[config.mk]
export PLATFORM = sky130hd
export DESIGN_NAME = mmp_control_unit
export DESIGN_NICKNAME = d
export VERILOG_FILES = /design/src/rtl/mmp_control_unit.sv
export SDC_FILE = /design/constraint.sdc
export NUM_CORES = 1
export LEC_CHECK = 0
export BUFFER_PORTS_ARGS = -buffer_cell sky130_fd_sc_hd__buf_2
export CORE_UTILIZATION = 40
export DETAILED_ROUTE_END_ITERATION = 8
export GPL_ROUTABILITY_DRIVEN = 0
export SLEW_MARGIN = 10
export SYNTH_ARGS = -nofsm -noshare
export SYNTH_HDL_FRONTEND = slang
export SYNTH_SLANG_ARGS = --single-unit
[constraint.sdc]
create_clock -name clk -period 2.25 [get_ports clk]
set_clock_uncertainty 0.2 [all_clocks]
set_input_delay 0.3375 -clock clk [delete_from_list [all_inputs] [get_ports clk]]
set_output_delay 0.3375 -clock clk [all_outputs]
set_load 0.01 [all_outputs]
[src/rtl/mmp_control_unit.sv]
// ============================================================================
// Module      : mmp_control_unit
// Description : Moore sequencer for the shift-add multiplier datapath (A, Q, M, P).
// Revision    : 1.0 - initial release
// ============================================================================
`default_nettype none

module mmp_control_unit #(
  parameter int ANCHO = 8,
  parameter int CNT_W = 6
) (
  input  logic             clk,
  input  logic             rst,
  input  logic             start,
  input  logic             q0,
  input  logic             p_zero,
  output logic [3:0]       ctrl_a,
  output logic [3:0]       ctrl_q,
  output logic [3:0]       ctrl_m,
  output logic [3:0]       ctrl_p,
  output logic             busy,
  output logic             done,
  output logic             err,
  output logic [CNT_W-1:0] ciclos
);

  localparam int SH_W = $clog2(ANCHO + 1);

  localparam logic [3:0] c_cmd_hold  = 4'b0000;
  localparam logic [3:0] c_cmd_add   = 4'b1000;
  localparam logic [3:0] c_cmd_shift = 4'b0100;
  localparam logic [3:0] c_cmd_decr  = 4'b0010;
  localparam logic [3:0] c_cmd_load  = 4'b0001;

  localparam logic [CNT_W-1:0] c_cic_max  = {CNT_W{1'b1}};
  localparam logic [SH_W-1:0]  c_sh_limit = SH_W'(ANCHO);

  typedef enum logic [2:0] {
    S_IDLE  = 3'd0,
    S_LOAD  = 3'd1,
    S_ADD   = 3'd2,
    S_SHIFT = 3'd3,
    S_DONE  = 3'd4
  } state_t;

  state_t           state_q, state_d;
  logic [SH_W-1:0]  shcnt_q, shcnt_d, w_shcnt_inc;
  logic             err_q, err_d;
  logic [CNT_W-1:0] ciclos_q, ciclos_d;
  logic [3:0]       ctrl_a_q, ctrl_a_d;
  logic [3:0]       ctrl_q_q, ctrl_q_d;
  logic [3:0]       ctrl_m_q, ctrl_m_d;
  logic [3:0]       ctrl_p_q, ctrl_p_d;
  logic             busy_q, busy_d;
  logic             done_q, done_d;

  always_comb begin
    state_d     = state_q;
    shcnt_d     = shcnt_q;
    err_d       = err_q;
    ciclos_d    = ciclos_q;
    w_shcnt_inc = shcnt_q + SH_W'(1);

    if (((state_q == S_LOAD) || (state_q == S_ADD) || (state_q == S_SHIFT)) &&
        (ciclos_q != c_cic_max)) begin
      ciclos_d = ciclos_q + CNT_W'(1);
    end

    case (state_q)
      S_IDLE: begin
        if (start) begin
          state_d  = S_LOAD;
          ciclos_d = '0;
          err_d    = 1'b0;
          shcnt_d  = '0;
        end
      end
      S_LOAD:  state_d = q0 ? S_ADD : S_SHIFT;
      S_ADD:   state_d = S_SHIFT;
      S_SHIFT: begin
        shcnt_d = w_shcnt_inc;
        if (p_zero) begin
          state_d = S_DONE;
        end else if (w_shcnt_inc == c_sh_limit) begin
          // P never reached zero within ANCHO shifts: abandon the product
          err_d   = 1'b1;
          state_d = S_DONE;
        end else begin
          state_d = q0 ? S_ADD : S_SHIFT;
        end
      end
      S_DONE:  state_d = S_IDLE;
      default: state_d = S_IDLE;
    endcase
  end

  // Outputs are decoded from the next state so they register in step with it
  always_comb begin
    ctrl_a_d = c_cmd_hold;
    ctrl_q_d = c_cmd_hold;
    ctrl_m_d = c_cmd_hold;
    ctrl_p_d = c_cmd_hold;
    busy_d   = 1'b0;
    done_d   = 1'b0;
    case (state_d)
      S_LOAD: begin
        ctrl_a_d = c_cmd_load;
        ctrl_q_d = c_cmd_load;
        ctrl_m_d = c_cmd_load;
        ctrl_p_d = c_cmd_load;
        busy_d   = 1'b1;
      end
      S_ADD: begin
        ctrl_a_d = c_cmd_add;
        busy_d   = 1'b1;
      end
      S_SHIFT: begin
        ctrl_a_d = c_cmd_shift;
        ctrl_q_d = c_cmd_shift;
        ctrl_p_d = c_cmd_decr;
        busy_d   = 1'b1;
      end
      S_DONE: begin
        busy_d = 1'b1;
        done_d = 1'b1;
      end
      default: begin
        busy_d = 1'b0;
      end
    endcase
  end

  always_ff @(posedge clk or posedge rst) begin
    if (rst) begin
      state_q  <= S_IDLE;
      shcnt_q  <= '0;
      err_q    <= 1'b0;
      ciclos_q <= '0;
      ctrl_a_q <= c_cmd_hold;
      ctrl_q_q <= c_cmd_hold;
      ctrl_m_q <= c_cmd_hold;
      ctrl_p_q <= c_cmd_hold;
      busy_q   <= 1'b0;
      done_q   <= 1'b0;
    end else begin
      state_q  <= state_d;
      shcnt_q  <= shcnt_d;
      err_q    <= err_d;
      ciclos_q <= ciclos_d;
      ctrl_a_q <= ctrl_a_d;
      ctrl_q_q <= ctrl_q_d;
      ctrl_m_q <= ctrl_m_d;
      ctrl_p_q <= ctrl_p_d;
      busy_q   <= busy_d;
      done_q   <= done_d;
    end
  end

  assign ctrl_a = ctrl_a_q;
  assign ctrl_q = ctrl_q_q;
  assign ctrl_m = ctrl_m_q;
  assign ctrl_p = ctrl_p_q;
  assign busy   = busy_q;
  assign done   = done_q;
  assign err    = err_q;
  assign ciclos = ciclos_q;

endmodule

`default_nettype wire
======== After elaboration in Yosys (flattened, before gate mapping) ========
Index checks and enable logic that the tools add are counted.
word-level totals
  bits in registers ....................... 32
  output and inout bits ................... 25
  input port bits ......................... 5
operators by class
  reduce and logical (&&, ||, !) cells .... 8
  muxes and demuxes ....................... 20
  add/subtract/negate cells ............... 2
  equal/unequal tests ..................... 12
operator list
  operator                                               count
  2-to-1 mux 6 bit                                       3
  == test 3 x 2 -> 1 bit, second input constant          4
  one-hot mux 3 bit (4 select lines)                     1
  one-hot mux 4 bit (3 select lines)                     1
  2-to-1 mux 3 bit                                       3
  one-hot mux 4 bit (2 select lines)                     1
  2-to-1 mux 1 bit                                       7
  adder 6 x 1 -> 6 bit, second input constant            1
  == test 3 x 1 -> 1 bit, second input constant          2
  inequality test 6 bit, second input constant           1
  one-hot mux 3 bit (2 select lines)                     1
  adder 4 x 1 -> 4 bit, second input constant            1
  == test 4 bit, second input constant                   1
  2-to-1 mux 4 bit                                       1
  inequality test 2 bit, second input constant           2
  one-hot mux 2 bit (2 select lines)                     1
  AND reduction 4 bit                                    1
  OR reduction 4 bit                                     1
  == test 3 bit, second input constant                   1
  logical NOT 3 bit                                      1
  logical OR 1 bit                                       2
  inequality test 2 x 1 -> 1 bit, second input constant  1
  one-hot mux 1 bit (2 select lines)                     1
  AND reduction 2 bit                                    1
  other kinds (2)                                        2

======== Longest topological paths before layout ========
  depth in word-level cells ............... 8
  depth in mapped cells ................... 6
  gate-level depth less buffers ........... 5

======== Worst setup path before layout ========
OpenSTA, ideal clock, no wires.
  kind .................................... reg-to-reg
  start point ............................. reg ciclos_q[0] (netlist: ciclos[0])
  end point ............................... reg ciclos_q[2] (netlist: ciclos[2])
  setup time .............................. 0.080 ns
  path buffers ............................ 1
  clock period less this slack ............ 1.659 ns
  arrival ................................. 1.379 ns
  stages on the path, launching flop included .. 7
  data required time ...................... 1.970 ns
  path slack .............................. 0.591 ns
  path through ............................ dfrtp_1 ha_1 nand3_1 or2_1 buf_2 and4_4 nor3_2
between the ends
  longest elaborated chain between the ends .. 5
ends and longest elaborated chain
  element                                                       line  text
  from (decl)                                                   49    logic [CNT_W-1:0] ciclos_q, ciclos_d;
  from (signal assigned)                                        149   ciclos_q <= ciclos_d;
  branches (longest 2 deep; another with adder 6 x 1 -> 6 bit)  --
  2-to-1 mux 6 bit (*)                                          64    if (((state_q == S_LOAD) || (state_q == S_ADD) || (state_q == S_SHIFT)) &&
  2-to-1 mux 6 bit                                              71    if (start) begin
  2-to-1 mux 6 bit (*)                                          69    case (state_q)
  named net ciclos_d[2]                                         49
Mark *: on every way through the listed nets, which the timed path passes.
A chain may end at the register's enable or synchronous reset.

======== Worst setup path in the final report ========
  start point ............................. reg state_q[0]
  end point ............................... reg shcnt_q[3]
between the ends
  longest elaborated chain between the ends .. 3
ends and longest elaborated chain
  element                                                                line  text
  from (decl)                                                            46    state_t state_q, state_d;
  from (signal assigned)                                                 146   state_q <= state_d;
  == test 3 x 2 -> 1 bit or logical NOT 3 bit (tied branches)            69
  nonzero test 2 bit (no line) or inequality test 2 bit (tied branches)  --
  AND reduction 2 bit (no line)                                          --
  to (signal assigned)                                                   147   shcnt_q <= shcnt_d;
  to (decl)                                                              47    logic [SH_W-1:0] shcnt_q, shcnt_d, w_shcnt_inc;
Parallel ways exist; a longest one is shown, timed or not.

==> impl_metrics.toml <==
[route]
vias = 794
drc = 0
wl_per_cell_um = 13.0
vias_per_cell = 5.12
first_pass_iters = 4
ant_nets = 0
wl_um = 2010
drt_iter0_drc = 36

[worst_setup_path]
end_kind = "flip-flop"
crit_fanout = 14
required_ps = 2250
r2r_end = "shcnt_q[3]"
path_class = "reg -> reg"
startpoint_type = "flip-flop"
arrival_ps = 1830
r2r_cells = 4
r2r_slack_ps = 420
reg2reg_from = "state_q[0]"

[synth]
synthCells = 104
yosysTopAreaCellShare = 0.469
synth_compound_area_frac = 0.188
synthesis.area_um2 = 1170
synthAdderAreaFrac = 0.0213
synthXorXnorAreaFrac = 0
ys_top_cells_by_area = "dfrtp_1 (47%), buf_4 (7.0%), nor2_1 (3.2%), a2111oi_2 (2.6%), a2111oi_4 (2.3%)"
synthMuxAreaShare = 0.00853
synth-seq-cells = 22
yosys.area_share.simple = 0.207
yosysWarnings = 0
synth.distinct_cells = 41
synth_top_family_by_area = "simple AND/OR/NAND/NOR gates"
yosys.area.top_type = "dfrtp_1"
syn_area_per_cell_um2 = 11.3
ys_seq_area_frac = 0.469

[place]
hpwl_um = 1480
port_buffers = 21
place_inst = 150

[finish]
fin_nets = 132
syn_to_final_growth_pct = 9.70
drive_above_1_share = 0.339
stdcell_count = 155
diodes = 0

[timing]
fmax_mhz = 545
setup_viol = 0
layout_min_cycle_time_ps = 1830
grt_setup_unrepaired = "no"
relSlewSlack = 0.560
period_share = 0.816
worstMarginPinSlew_ps = 660
finalHoldViolCount = 0
drv_slew = 0
fin_setup_tns_ps = 0

[clocking]
cts-htree-levels = 1
clock_sinks = 22
clock_latency_ps = 300
post_cts_resized = 0
cts_tree = "done"
post_cts_buffers = 0
cts_max_path_buffers = 2
clk_pin_slew_worst_paths_ps = 120
root_buffer = "clkbuf_4"
numCtsBuffers = 3

[floorplan]
rows = 19
initial_core_util = 0.426
design.portCount = 30
die_h_um = 56.2
die-width_um = 56.2
dieArea_um2 = 3150
core_area_um2 = 2760

[global_routing]
grt_pass1_vias = 674
grt_max_degree = 23
grt_pass1_wl_um = 3320
grt_usage = 0.140
antenna_found_initial = 0
overflow = 0

[pwr]
irDropWorstVdd_mv = 1.04
fin_total_pwr_mw = 1.70
p_leak_nw = 0.605
power_density_nw_per_um2 = 1320

[flow_run]
drv_cap = 0

[hold_path]
hold_path_end = "ctrl_a[2]"
hold_start = "q0"
min_path_cells = 2
worstHoldPathType = "in -> reg"

[status]
status = "complete, no violations"
[worst max path at each step]
stage / endpoint / cells after the start / slack, ps / from
after global routing: shcnt_q[3] / 4 / 300 / state_q[0]
after floorplan: ciclos[2] / 6 / 590 / ciclos[0]
after global placement: shcnt_q[3] / 4 / 470 / state_q[0]
final: shcnt_q[3] / 4 / 420 / state_q[0]
after detailed placement: shcnt_q[3] / 4 / 430 / state_q[0]
after CTS: shcnt_q[3] / 4 / 390 / state_q[0]
[through the flow]
step | hold slack, ps | setup WS, ps | cell area [µm²] | util
2_1_floorplan | 127 | 591 | 1200 | -
3_3_place_gp | 183 | 466 | 1240 | 0.450
3_5_place_dp | 188 | 428 | 1240 | 0.450
4_1_cts | 76.6 | 394 | 1290 | 0.467
5_1_grt | 71.2 | 296 | 1290 | 0.467
6_report | 91.3 | 415 | 1290 | 0.467
[kinds of logic (layout without fill, tap and decap cells)]
| kind of cell | Yosys count | in the layout |
|---|---|---|
| AND/OR/NAND/NOR | 36 | 36 |
| AO/OA/AOI/OAI | 25 | 25 |
| flip-flops | 22 | 22 |
| buffers and inverters | 17 | 30 |
| adder cells (fa/ha/maj) | 2 | 2 |
| other | 1 | 8 |
| multiplexers | 1 | 1 |
[synth_stat cells]
cell       count
and2_1         1
a31oi_1        1
buf_2          1
a21bo_1        1
a2111oi_4      1
and4b_1        1
nor3_1         1
buf_4         11
a211oi_1       2
o21ba_2        1
or2_1          1
nor3_4         1
o21bai_2       1
o31ai_1        1
a21oi_1        1
and3b_1        1
inv_2          1
and4_4         1
mux2i_1        1
conb_1         1
nor4b_1        2
nand3b_2       1
ha_1           2
nand3_1        3
nand3b_1       1
inv_1          2
o21ai_1        5
nor2_1        10
o21ai_0        4
nor4b_4        1
nor2_2         2
nor2b_1        2
a21oi_2        1
nand4_1        1
a2111oi_2      2
a22o_1         3
nor3_2         2
buf_6          2
dfrtp_1       22
nand2_1        4
o211a_4        1
[state kept, by name, indices dropped and copies added (netlist names)]
signal	count
ctrl_p	2
ctrl_a	3
shcnt_q	4
done	1
ctrl_m	1
err	1
busy	1
state_q	3
ciclos	6
[power by group]
part / total [mW] / switching (mW) / internal [mW] / leakage (nW)
Clock: 0.217 / 0.118 / 0.0987 / 0.0210
Combinational: 0.698 / 0.357 / 0.340 / 0.304
Sequential: 0.781 / 0.231 / 0.550 / 0.280
Total: 1.70 / 0.707 / 0.989 / 0.605
[cell type report]
type / count / area (µm²)
Clock buffer: 4 / 36.3
Fill cell: 268 / 1470
Inverter: 3 / 11.3
Multi-Input combinational cell: 72 / 528
Sequential cell: 22 / 551
Tap cell: 31 / 38.8
Timing Repair Buffer: 23 / 123
[cell usage in the layout, fill, tap and decap left out, types with 2 or more instances in the layout]
master / instances
nand2_1: 4
o21ai_0: 4
inv_1: 2
buf_2: 21
nor4b_1: 2
o21ai_1: 5
a211oi_1: 2
a2111oi_2: 2
dfrtp_1: 22
clkbuf_4: 3
nor2b_1: 2
conb_1: 8
ha_1: 2
nand3_1: 3
nor2_1: 10
nor3_2: 2
nor2_2: 2
a22o_1: 3
[critical path, stage by stage, from the launching register on]
cell and delay (ps):
dfrtp_1 640, nor4b_4 530, nor2_2 120, o21ai_1 150, o31ai_1 80
[repair_timing]
action,CTS,global route
hold buffers,1,0
endpoints found under the hold margin,22,0
setup endpoints to repair,0,0
[per-layer routing]
layer | track usage | vias to the layer above | part of all wire | wire length (µm)
met3 | 0.0535 | 2 | 0.043 | 86
met5 | 0 | - | 0 | 0
li1 | - | 397 | - | -
met2 | 0.214 | 15 | 0.46 | 925
met4 | 0.0314 | 0 | 0.0080 | 16
met1 | 0.187 | 380 | 0.49 | 981
Note: power is estimated with default switching activity, not from simulation.
